**src/rtl/init_ram.sv**
```systemverilog
// Single-port synchronous RAM with a built-in sequencer that fills the first INIT_COUNT entries.
// Reads have one cycle of latency. Accesses made while the sequencer runs are dropped and flagged.
module init_ram #(
    parameter int                DATA_W     = 8,
    parameter int                ADDR_W     = 5,
    parameter int                INIT_COUNT = 16,
    parameter int                INIT_MODE  = 0,
    parameter logic [DATA_W-1:0] INIT_VALUE = '0
) (
    input  logic              clock,
    input  logic              resetn,
    input  logic              init_start,
    input  logic              we,
    input  logic              re,
    input  logic [ADDR_W-1:0] addr,
    input  logic [DATA_W-1:0] d,
    output logic [DATA_W-1:0] q,
    output logic              q_valid,
    output logic              busy,
    output logic              init_done,
    output logic              req_drop
);
    localparam int DEPTH = 2 ** ADDR_W;
    // The pointer is one bit wider than the address so a full-depth init can end without wrapping.
    localparam int PW = ADDR_W + 1;
    localparam logic [PW-1:0] LAST_PTR = PW'(INIT_COUNT - 1);

    typedef enum logic {IDLE, INIT} state_t;

    state_t            state, state_nxt;
    logic [PW-1:0]     ptr, ptr_nxt;
    logic [DATA_W-1:0] mem [DEPTH];
    logic [DATA_W-1:0] ident, pattern;
    logic              mem_we;
    logic [ADDR_W-1:0] mem_addr;
    logic [DATA_W-1:0] mem_wdat;

    generate
        if (DATA_W > PW) begin : g_ident_ext
            assign ident = {{(DATA_W - PW){1'b0}}, ptr};
        end else if (DATA_W == PW) begin : g_ident_eq
            assign ident = ptr;
        end else begin : g_ident_trunc
            assign ident = ptr[DATA_W-1:0];
        end
    endgenerate

    assign pattern = (INIT_MODE == 1) ? INIT_VALUE : ident;

    always_comb begin
        state_nxt = state;
        ptr_nxt   = ptr;
        case (state)
            IDLE: begin
                if (init_start) begin
                    state_nxt = INIT;
                    ptr_nxt   = '0;
                end
            end
            INIT: begin
                ptr_nxt = ptr + PW'(1);
                if (ptr == LAST_PTR) begin
                    state_nxt = IDLE;
                end
            end
        endcase
    end

    assign busy     = (state == INIT);
    assign mem_we   = busy | we;
    assign mem_addr = busy ? ptr[ADDR_W-1:0] : addr;
    assign mem_wdat = busy ? pattern : d;

    always_ff @(posedge clock or negedge resetn) begin
        if (!resetn) begin
            state     <= IDLE;
            ptr       <= '0;
            q         <= '0;
            q_valid   <= 1'b0;
            init_done <= 1'b0;
            req_drop  <= 1'b0;
        end else begin
            state     <= state_nxt;
            ptr       <= ptr_nxt;
            q_valid   <= !busy && re;
            init_done <= busy && (state_nxt == IDLE);
            req_drop  <= busy && (we || re);
            if (!busy && re) begin
                q <= mem[addr];
            end
        end
    end

    // The array has no reset; a same-cycle read sees the old word because q samples before this write lands.
    always_ff @(posedge clock) begin
        if (mem_we) begin
            mem[mem_addr] <= mem_wdat;
        end
    end
endmodule

```
**config.mk**
```make
export PLATFORM = sky130hd
export DESIGN_NAME = init_ram
export DESIGN_NICKNAME = d
export VERILOG_FILES = /design/src/rtl/init_ram.sv
export SDC_FILE = /design/constraint.sdc
export NUM_CORES = 1
export LEC_CHECK = 0
export CAP_MARGIN = 25
export CORE_AREA = 2 2 145 147
export CTS_CLUSTER_DIAMETER = 120
export CTS_CLUSTER_SIZE = 8
export DETAILED_ROUTE_END_ITERATION = 6
export DIE_AREA = 0 0 147 149
export PLACE_DENSITY = 0.75
export SKIP_LAST_GASP = 1
export SLEW_MARGIN = 20
export SYNTH_ARGS = -nofsm -noshare
export SYNTH_HDL_FRONTEND = slang
export SYNTH_SLANG_ARGS = --single-unit
```
**constraint.sdc**
```tcl
create_clock -name clock -period 2.5 [get_ports clock]
set_input_delay 0.75 -clock clock [delete_from_list [all_inputs] [get_ports clock]]
set_output_delay 0.75 -clock clock [all_outputs]
set_load 0.01 [all_outputs]
```
# After elaboration in Yosys (flattened, before gate mapping)
# Memory sizes are Yosys's and may differ from the RTL's. A register that Yosys moved wholly into a read port is not among the register bits.
# Cells that the tools add are included.
# word_totals
register_bits	10
wordCells	27
mem_count	1
mem_bits_rw	256
# classes
n_eq_ne	2
muxes	9
reduce_logical	6
n_addsub	1
n_bitwise	3
# memory_table
memory	words	word_bits	read_ports	rd_clocked_by_memory_dff	write_ports	line_no	source
mem	32	8	1	1	1	32	logic [DATA_W-1:0] mem [DEPTH];
# op_table
operator	count
$pmux W6 S2	1
$mux W8	1
$add A6 B1 Y6 const B	1
$eq A6 B4 Y1 const B	1
$mux W6	1
$mux W5	1
$mux W1	4
$logic_and A1 B1 Y1	3
$logic_not A1 Y1	2
$ne A2 B2 Y1 const B	1
$not A1 Y1	2
$pmux W1 S2	1
$logic_or A1 B1 Y1	1
$or A1 B1 Y1	1

# Longest topological paths before layout
# Gate-level depths: netlist of the first run.
# depth
ltp_word	5
ltp_mapped	8
mapped_depth_nobuf	5

# Worst setup path before layout of the first run
# OpenSTA, ideal clock, no wires.
# synth_path
kind	register to register
startpoint	reg state, in the netlist busy
endpoint	mem mem[0][1], data pin
n_path_buf	2
stages_incl_launch_ff	4
setup_time_ns	0.454
t_arrival_ns	2.143
setup_slack_ns	-0.097
required_time_ns	2.046
path_cell_list	dfrtp_1 -> clkbuf_1 -> clkbuf_1 -> o21ai_0
# synth_via
elab_chain_cells	1
# synth_rtl
element	line_no	source
start, declared	30	state_t state, state_nxt;
start signal, assigned	83	state <= state_nxt;
$mux W8	72	assign mem_wdat = busy ? pattern : d;
via mem_wdat[1]	36	logic [DATA_W-1:0] mem_wdat;
end, declared	32	
# The timed path passes the listed nets, and every way through them passes these cells.

==> results.sh, run 1 <==
export IMPL_outcome="finished, final reports clean"
export IMPL_synth_top_cell_by_area="edfxtp_1"
export IMPL_hold_path_startpoint="ptr[5]"
export IMPL_hold_viol_final=0
export IMPL_root_buffer="clkbuf_16"
export IMPL_final_area_um2=13500
export IMPL_post_route_util_pct=65.4
export IMPL_drc_errors=0
export IMPL_intPower_mw=10.5
export IMPL_whs_endpoint="init_done"
export IMPL_ctsResizeCount=0
export IMPL_switching_share_pct=28.7
export IMPL_grt_pass1_vias=6605
export IMPL_synthTopCellsByCount="edfxtp_1, mux2i_1, nor2_1"
export IMPL_maxSlewViolCount=0
export IMPL_clk_pin_slew_worst_paths_ps=50
export IMPL_cp_cell_sequence="clkdlybuf4s50_1 > buf_4 > nor2b_2 > buf_12 > a22o_1 > a221oi_1 > o22ai_1 > o41ai_2"
export IMPL_async_flop_share_pct=6.57
export IMPL_areaGrowthSynthToFinish_pct=21.4
export IMPL_die_area_um2=21900
export IMPL_cp_arrival_ps=2730
export IMPL_cp_end_kind="flip-flop"
export IMPL_max_cap_viol_count=0
export IMPL_routedWlPerCell_um=24.1
export IMPL_vias=6571
export IMPL_grt_remaining_overflow=0
export IMPL_synth_distinct_cells=41
export IMPL_comb_power_share_pct=21.2
export IMPL_cp_max_fo=20
export IMPL_avgSynthCellArea_um2=16.9
export IMPL_relSlewSlack_pct=71.4
export IMPL_first_pass_iters=7
export IMPL_power_switching_mw=4.22
export IMPL_timing_rr_start="busy"
export IMPL_viasPerCell=6.06
export IMPL_core_area_um2=20600
export IMPL_ys_warn_count=0
export IMPL_synth_top_area_share_pct=69.4
export IMPL_drtIter0Drc=755
export IMPL_grt_usage_pct=24.1
export IMPL_die_h_um=149
export IMPL_max_stage_delay_ps=590
export IMPL_ant_nets=0
export IMPL_cp_start_kind="input port"
export IMPL_worstReg2RegEnd="mem[9][6]"
export IMPL_cp_slowest_cell="clkdlybuf4s50_1"
export IMPL_num_rows=53
export IMPL_start_util_pct=53.9
export IMPL_yosysSeqAreaShare_pct=73.5
export IMPL_synth_main_ff_cell="edfxtp_1"
export IMPL_post_cts_buffers=0
export IMPL_ff2ff_path_depth=6
export IMPL_power_frac_seq_pct=45.4
export IMPL_clock_latency_ps=520
export IMPL_io_pins=30
export IMPL_power_mw=14.7
export IMPL_p_leak_nw=4.96
export IMPL_critPathLaunch="addr[1]"
export IMPL_rrSetupSlack_ps=550
export IMPL_clock_skew_ps=9.10
export IMPL_antenna_cells=0
export IMPL_period_share_pct=93.0
export IMPL_fmax_mhz=430
export IMPL_synth_cells=657
export IMPL_cts_max_level=2
export IMPL_synth_area_um2=11100
export IMPL_fin_hold_ws_ps=517
export IMPL_grt_setup_unrepaired="no"
export IMPL_grt_antenna_before_repair=0
export IMPL_fin_nets=799
export IMPL_gp_congestion=0.902
export IMPL_drive_gt1_share_pct=19.3
export IMPL_grt_max_degree=40
export IMPL_grt_pass1_wl_mm=38.8
export IMPL_dp_hpwl_mm=16.5
export IMPL_cts_made_buffers=40
export IMPL_numPortBuffers=29
export IMPL_post_route_min_period_ps=2320
export IMPL_setup_viol=0
export IMPL_ys_ff_latch=274
export IMPL_synth_area_leaders="edfxtp_1, mux2i_1, dfrtp_1"
export IMPL_power_density_nw_per_um2=1090
export IMPL_syn_nets=676
export IMPL_die_w_um=147
export IMPL_placed_area_um2=12300
export IMPL_crit_buf_inv=3
export IMPL_worst_pin_slew_ps=417
export IMPL_min_delay_path_depth=1
export IMPL_hold_buffers=0
export IMPL_cts_tree="built"
export IMPL_cts_sinks=274
export IMPL_synth_edf_count=256
export IMPL_required_ps=2900
export IMPL_routed_wirelength_mm=26.2
export IMPL_cts_buffer_depth=3
export IMPL_hold_path_class="reg2reg"
export IMPL_synth_most_common_cell="edfxtp_1"
export IMPL_irDropWorstVdd_uv=1160
export IMPL_path_class="in2reg"
export IMPL_power_frac_clock_pct=33.4
export IMPL_crit_family="compound AO/OA/AOI/OAI gates"
-- kinds of logic (layout without fill, tap and decap cells) --
kind of cell               Yosys count  count (layout)  synth area share [%]
adders and majority gates            1               1                 0.113
muxes                              132             132                  12.0
xor gates and xnor gates             1               1                0.0791
and+or+nand+nor                     86              86                  3.46
AOI/OAI and AO/OA                  118             118                  8.26
DFF                                274             274                  73.5
buffers and inverters               45             198                  2.67
-- state kept, by name, indices dropped and copies added (netlist names) --
register,count
busy,1
q,8
req_drop,1
mem,256
q_valid,1
ptr,6
init_done,1
-- metal layers --
metal	routed length, um	track usage (%)	part of all wire [%]	vias to the layer above
met3	2370	6.02	9.0	63
met4	844	8.22	3.2	0
met5	0	0	0	-
met1	10300	31.3	39	3300
li1	-	-	-	2850
met2	12700	40.2	48	358
-- cells in the final DEF (no fill, tap or decap), types with 2 or more instances in the layout --
cell	instances
edfxtp_1	256
mux2i_1	128
buf_4	79
clkbuf_16	41
nor2_1	37
a22oi_1	33
clkbuf_1	28
clkdlybuf4s50_1	28
nand2_1	24
a21oi_1	19
dfrtp_1	18
a22o_1	16
a221oi_1	16
buf_12	12
o21ai_0	8
o22ai_1	8
o41ai_2	8
inv_1	6
nand2b_1	6
nor2b_2	4
mux2_2	4
nand3_1	4
o21ai_2	2
o21a_1	2
nand3b_1	2
nor2b_1	2
inv_6	2
-- how the worst max path moves through the flow --
stage / end / slack, ps / cells past startpoint
floorplan: mem[0][1] / -100 / 3
global placement: q[0] / -140 / 8
detailed placement: q[2] / -230 / 8
CTS: q[4] / 220 / 1
global route: q[2] / 130 / 8
finish: q[2] / 180 / 8
-- metrics by stage --
step,worst slack [ps],TNS (ps),std cells
final,175,0,1085
after CTS,218,0,1085
after global routing,135,0,1085
after floorplan,-96.7,-6190,657
after detailed placement,-231,-10490,1013
after global placement,-143,-1700,1013
-- power groups by stage --
stage	sequential, mW	combinational (mW)	clock [mW]
5_1_grt	6.72	3.28	5.17
3_5_place_dp	6.74	3.04	0
2_1_floorplan	6.66	1.48	0
6_report	6.68	3.12	4.91
4_1_cts	6.67	3.07	4.97
3_3_place_gp	6.71	2.91	0
-- area by class of cell --
| cell class | count | area, um2 |
|---|---|---|
| clock buffers | 69 | 1130 |
| inverters | 6 | 22.5 |
| flip-flops and latches | 274 | 8140 |
| clock inverters | 3 | 26.3 |
| fillers | 1432 | 7110 |
| multi-input cells | 338 | 2670 |
| well taps | 275 | 344 |
| repair buffers | 120 | 1120 |
(Power assumes the default switching activity.)
==> inputs of run 2 (changes only) <==
--- a/config.mk
+++ b/config.mk
@@ -6,11 +6,12 @@
 export NUM_CORES = 1
 export LEC_CHECK = 0
 export CAP_MARGIN = 25
-export CORE_AREA = 2 2 145 147
+export CORE_AREA = 2 2 170 122
 export CTS_CLUSTER_DIAMETER = 120
 export CTS_CLUSTER_SIZE = 8
 export DETAILED_ROUTE_END_ITERATION = 6
-export DIE_AREA = 0 0 147 149
+export DIE_AREA = 0 0 172 124
+export DONT_BUFFER_PORTS = 1
 export PLACE_DENSITY = 0.75
 export SKIP_LAST_GASP = 1
 export SLEW_MARGIN = 20
==> results.sh, run 2 (synthesis gave the netlist of run 1 again) <==
export IMPL_outcome="finished, final reports clean"
export IMPL_fin_hold_ws_ps=348
export IMPL_max_cap_viol_count=0
export IMPL_vias=6204
export IMPL_start_util_pct=56.6
export IMPL_required_ps=2750
export IMPL_areaGrowthSynthToFinish_pct=15.2
export IMPL_core_area_um2=19600
export IMPL_grt_max_degree=132
export IMPL_grt_antenna_before_repair=0
export IMPL_ant_nets=0
export IMPL_p_leak_nw=4.62
export IMPL_period_share_pct=92.6
export IMPL_drive_gt1_share_pct=15.5
export IMPL_worst_pin_slew_ps=1170
export IMPL_nFillCells=1364
export IMPL_clock_latency_ps=510
export IMPL_power_frac_clock_pct=34.6
export IMPL_viasPerCell=6.12
export IMPL_die_area_um2=21300
export IMPL_drtIter0Drc=824
export IMPL_hold_viol_final=0
export IMPL_post_route_util_pct=65.2
export IMPL_cts_tree="built"
export IMPL_routed_wirelength_mm=24.4
export IMPL_hold_path_startpoint="init_start"
export IMPL_top_register="mem"
export IMPL_cts_sinks=274
export IMPL_numPortBuffers=0
export IMPL_timing_rr_start="busy"
export IMPL_final_area_um2=12800
export IMPL_switching_share_pct=28.2
export IMPL_stdcell_count=1014
export IMPL_die_w_um=172
export IMPL_hold_path_class="in2reg"
export IMPL_intPower_mw=10.2
export IMPL_gp_congestion=0.885
export IMPL_cp_end_kind="flip-flop"
export IMPL_first_pass_iters=5
export IMPL_dp_slack_ps=-22.5
export IMPL_layout_commonest_cell="edfxtp_1"
export IMPL_setup_viol=0
export IMPL_cts_max_level=2
export IMPL_cp_arrival_ps=2570
export IMPL_largest_reg_flops=256
export IMPL_fin_nets=731
export IMPL_grt_usage_pct=24.0
export IMPL_comb_power_share_pct=17.8
export IMPL_irDropWorstVdd_uv=582
export IMPL_critPathLaunch="busy"
export IMPL_setup_tns_ps=0
export IMPL_die_h_um=124
export IMPL_cp_start_kind="flip-flop"
export IMPL_drc_errors=0
export IMPL_clk_pin_slew_worst_paths_ps=50
export IMPL_cp_max_fo=17
export IMPL_grt_remaining_overflow=0
export IMPL_largestRegisters="mem: 256 flops, q: 8 flops, ptr: 6 flops"
export IMPL_num_rows=43
export IMPL_clock_skew_ps=19.2
export IMPL_placed_area_um2=11600
export IMPL_place_inst=937
export IMPL_power_switching_mw=3.98
export IMPL_power_density_nw_per_um2=1110
export IMPL_postLayoutSetupSlackWorst_ps=184
export IMPL_post_route_min_period_ps=2320
export IMPL_grt_pass1_wl_mm=37.1
export IMPL_ctsResizeCount=0
export IMPL_grt_pass1_vias=6168
export IMPL_grt_setup_unrepaired="no"
export IMPL_dp_hpwl_mm=14.9
export IMPL_cts_buffer_depth=3
export IMPL_path_class="reg2reg"
export IMPL_root_buffer="clkbuf_16"
export IMPL_power_frac_seq_pct=47.6
export IMPL_relSlewSlack_pct=22.2
export IMPL_layout_common_cells="edfxtp_1, mux2i_1, buf_4, clkbuf_16, nor2_1"
export IMPL_power_mw=14.1
export IMPL_routedWlPerCell_um=24.1
export IMPL_antenna_cells=0
export IMPL_fmax_mhz=432
export IMPL_cts_made_buffers=40
export IMPL_maxSlewViolCount=0
export IMPL_io_pins=30
export IMPL_post_cts_buffers=0
==> run 2: layout make-up <==
cell class	count	area [um2]	share of cell area (%)
flip-flops and latches	274	8140	63.8
multi-input cells	338	2670	20.9
clock buffers	71	1140	8.92
repair buffers	52	434	3.40
well taps	270	338	2.65
clock inverters	3	26.3	0.206
inverters	6	22.5	0.176
==> run 2: worst max-delay path: stages, from the launching register on <==
cell and delay, ps:
dfrtp_1 580, nor2b_1 250, a32oi_1 880, nor2_1 110
buf_4 230
==> run 2: timing repair <==
item / in CTS / in global routing
hold endpoints to repair: 18 / 0
hold buffers: 1 / 0
endpoints found under the setup margin: 0 / 0
==> run 2: power by group through the flow <==
stage / Clock, mW / Sequential (mW) / Combinational [mW]
after floorplan: 0 / 6.66 / 1.48
after global placement: 0 / 6.78 / 2.34
after detailed placement: 0 / 6.81 / 2.46
after CTS: 4.96 / 6.74 / 2.48
after global routing: 5.18 / 6.78 / 2.71
final: 4.89 / 6.73 / 2.52
==> run 2: per-layer routing <==
layer	part of all wire, %	vias up	GRT usage [%]
met2	47	293	38.2
met5	0	-	0
met1	43	3158	33.9
met4	1.5	0	6.04
li1	-	2722	-
met3	9.0	31	5.94
==> run 2: worst paths after layout <==
check	endpoint	slack, ps	cells past startpoint
setup / recovery	mem[1][3]	180	4
hold / removal	ptr[4]	350	1
setup reg to reg	mem[1][3]	180	4
hold reg to reg	init_done	530	1
max in group asynchronous	q[6]	1130	1
min in group asynchronous	q[1]	810	1
==> inputs of run 3 (changes only) <==
--- a/config.mk
+++ b/config.mk
@@ -5,14 +5,15 @@
 export SDC_FILE = /design/constraint.sdc
 export NUM_CORES = 1
 export LEC_CHECK = 0
+export ABC_AREA = 1
 export CAP_MARGIN = 25
-export CORE_AREA = 2 2 170 122
+export CORE_AREA = 2 2 172 123
 export CTS_CLUSTER_DIAMETER = 120
 export CTS_CLUSTER_SIZE = 8
 export DETAILED_ROUTE_END_ITERATION = 6
-export DIE_AREA = 0 0 172 124
+export DIE_AREA = 0 0 174 125
 export DONT_BUFFER_PORTS = 1
-export PLACE_DENSITY = 0.75
+export PLACE_DENSITY = 0.74
 export SKIP_LAST_GASP = 1
 export SLEW_MARGIN = 20
 export SYNTH_ARGS = -nofsm -noshare
==> results.sh, run 3 <==
export IMPL_core_area_um2=20300
export IMPL_die_area_um2=21800
export IMPL_dp_hpwl_mm=15.1
export IMPL_largestRegisters="mem: 256 flops, q: 8 flops, ptr: 6 flops"
export IMPL_clk_pin_slew_worst_paths_ps=50
export IMPL_fmax_mhz=433
export IMPL_synth_xor_area_share_pct=0
export IMPL_num_rows=44
export IMPL_power_density_nw_per_um2=1150
export IMPL_p_leak_nw=4.91
export IMPL_synth_top_area_share_pct=68.2
export IMPL_worstReg2RegEnd="mem[12][5]"
export IMPL_cts_max_level=2
export IMPL_synth_main_ff_cell="edfxtp_1"
export IMPL_die_h_um=125
export IMPL_ant_nets=0
export IMPL_routedWlPerCell_um=20.4
export IMPL_grt_max_degree=130
export IMPL_post_route_util_pct=63.6
export IMPL_power_mw=14.8
export IMPL_intPower_mw=10.4
export IMPL_antenna_cells=0
export IMPL_routed_wirelength_mm=27.1
export IMPL_root_buffer="clkbuf_16"
export IMPL_fin_nets=1061
export IMPL_required_ps=2610
export IMPL_synth_adder_area_share_pct=0.111
export IMPL_post_cts_buffers=0
export IMPL_drive_gt1_share_pct=10.6
export IMPL_synth_top_cell_by_area="edfxtp_1"
export IMPL_relSlewSlack_pct=37.4
export IMPL_cp_arrival_ps=2420
export IMPL_synth_top_family_by_area="simple AND/OR/NAND/NOR gates"
export IMPL_switching_share_pct=29.4
export IMPL_vias=7735
export IMPL_cts_tree="built"
export IMPL_max_cap_viol_count=0
export IMPL_top_register="mem"
export IMPL_cp_start_kind="flip-flop"
export IMPL_cts_buffer_depth=3
export IMPL_die_w_um=174
export IMPL_outcome="finished, final reports clean"
export IMPL_place_inst=1275
export IMPL_synth_area_leaders="edfxtp_1, nand2_1, nand3_1"
export IMPL_grt_antenna_before_repair=0
export IMPL_clock_skew_ps=18.9
export IMPL_yosys_area_share_simple_pct=23.7
export IMPL_grt_setup_unrepaired="no"
export IMPL_period_share_pct=92.4
export IMPL_multiInputGateArea_um2=2780
export IMPL_drc_errors=0
export IMPL_grt_remaining_overflow=0
export IMPL_layout_commonest_cell="nand2_1"
export IMPL_power_frac_clock_pct=31.9
export IMPL_syn_nets=1018
export IMPL_seqCellArea_um2=8140
export IMPL_nFillCells=1535
export IMPL_io_pins=30
export IMPL_timing_rr_start="busy"
export IMPL_synth_distinct_cells=23
export IMPL_hold_viol_final=0
export IMPL_synth_compound_area_share_pct=0.744
export IMPL_hold_path_startpoint="re"
export IMPL_ys_ff_latch=274
export IMPL_cts_made_buffers=40
export IMPL_ff2ff_path_depth=6
export IMPL_synth_most_common_cell="nand2_1"
export IMPL_muxShareOfSynthArea_pct=0
export IMPL_numPortBuffers=0
export IMPL_yosysSeqAreaShare_pct=72.2
export IMPL_viasPerCell=5.80
export IMPL_grt_usage_pct=25.5
export IMPL_areaGrowthSynthToFinish_pct=14.3
export IMPL_synth_cells=999
export IMPL_power_switching_mw=4.34
export IMPL_power_frac_seq_pct=46.9
export IMPL_synthTopCellsByCount="nand2_1, edfxtp_1, nand3_1"
export IMPL_whs_endpoint="req_drop"
export IMPL_synth_edf_count=256
export IMPL_cp_end_kind="flip-flop"
export IMPL_cts_sinks=274
export IMPL_rrSetupSlack_ps=190
export IMPL_post_route_min_period_ps=2310
export IMPL_min_delay_path_depth=2
export IMPL_gp_congestion=0.857
export IMPL_maxSlewViolCount=0
export IMPL_first_pass_iters=5
export IMPL_cp_max_fo=8
export IMPL_avgSynthCellArea_um2=11.3
export IMPL_async_flop_share_pct=6.57
export IMPL_fin_hold_ws_ps=432
export IMPL_stdcell_count=1333
export IMPL_setup_viol=0
export IMPL_ys_warn_count=0
export IMPL_grt_pass1_vias=7350
export IMPL_worst_pin_slew_ps=935
export IMPL_grt_pass1_wl_mm=42.4
export IMPL_setup_tns_ps=0
export IMPL_largest_reg_flops=256
export IMPL_clock_latency_ps=500
export IMPL_drtIter0Drc=1110
export IMPL_hold_path_class="in2reg"
export IMPL_comb_power_share_pct=21.2
export IMPL_path_class="reg2reg"
export IMPL_layout_common_cells="nand2_1, edfxtp_1, nand3_1, buf_4, nor2_1"
export IMPL_start_util_pct=55.6
export IMPL_irDropWorstVdd_uv=717
export IMPL_synth_area_um2=11300
-- run 3: cell types whose count changed in the layout (fill, tap and decap cells not counted), moves of 15 or more --
cell / delta
clkbuf_1: -15
a22oi_1: -33
nand2_1: +329
a221oi_1: -16
mux2i_1: -128
nand3_1: +226
a22o_1: -15
a21oi_1: -18
-- run 3: worst max path at each step --
stage	start	depth (start not counted)	slack [ps]	end
global route	busy	6	90	mem[12][7]
floorplan	busy	3	4	mem[0][5]
global placement	addr[1]	9	100	q[3]
finish	busy	6	190	mem[12][5]
detailed placement	addr[1]	9	60	q[3]
CTS	busy	6	210	mem[12][5]
-- run 3: cells by family after synthesis --
| family | after synthesis |
|---|---|
| buf+inv | 79 |
| compound gates | 13 |
| fa+ha+maj | 1 |
| simple gates | 632 |
| flops | 274 |
-- run 3: repair_timing --
action	in CTS	in global routing
hold buffers	1	0
gates resized for setup	0	0
endpoints found under the hold margin	18	0
-- run 3: stage by stage --
step / area (um2) / setup WS, ps
global route: 12900 / 88.5
finish: 12900 / 189
floorplan: 11300 / 4.43
detailed placement: 11800 / 55.4
global placement: 11800 / 104
CTS: 12900 / 208
-- run 3: critical path: stages, from the launching register on --
cell     delay [ps]
dfrtp_1         420
inv_2           100
nor2_1          260
a21oi_2         110
inv_1           130
nand3_1         180
nor2_1          720
-- run 3: cell type report --
cell class                      count  share of cell area [%]
Tap cell                          276                    2.68
Timing Repair Buffer               56                    3.48
Inverter                           24                   0.709
Clock inverter                      1                  0.0679
Multi-Input combinational cell    646                    21.5
Sequential cell                   274                    63.1
Clock buffer                       56                    8.40
-- run 3: routing by layer --
| metal | vias up | track usage (%) | part of all wire, % |
|---|---|---|---|
| met5 | - | 0 | 0 |
| met2 | 445 | 37.1 | 44 |
| met3 | 48 | 5.78 | 11 |
| met4 | 0 | 7.41 | 2.2 |
| li1 | 3542 | - | - |
| met1 | 3700 | 38.9 | 43 |
-- run 3: power groups by stage --
stage / Clock [mW] / Combinational [mW] / Sequential, mW
6_report: 4.72 / 3.13 / 6.93
2_1_floorplan: 0 / 1.66 / 6.96
3_5_place_dp: 0 / 3.05 / 7.00
3_3_place_gp: 0 / 2.99 / 6.98
4_1_cts: 4.75 / 3.08 / 6.93
5_1_grt: 4.96 / 3.38 / 6.99
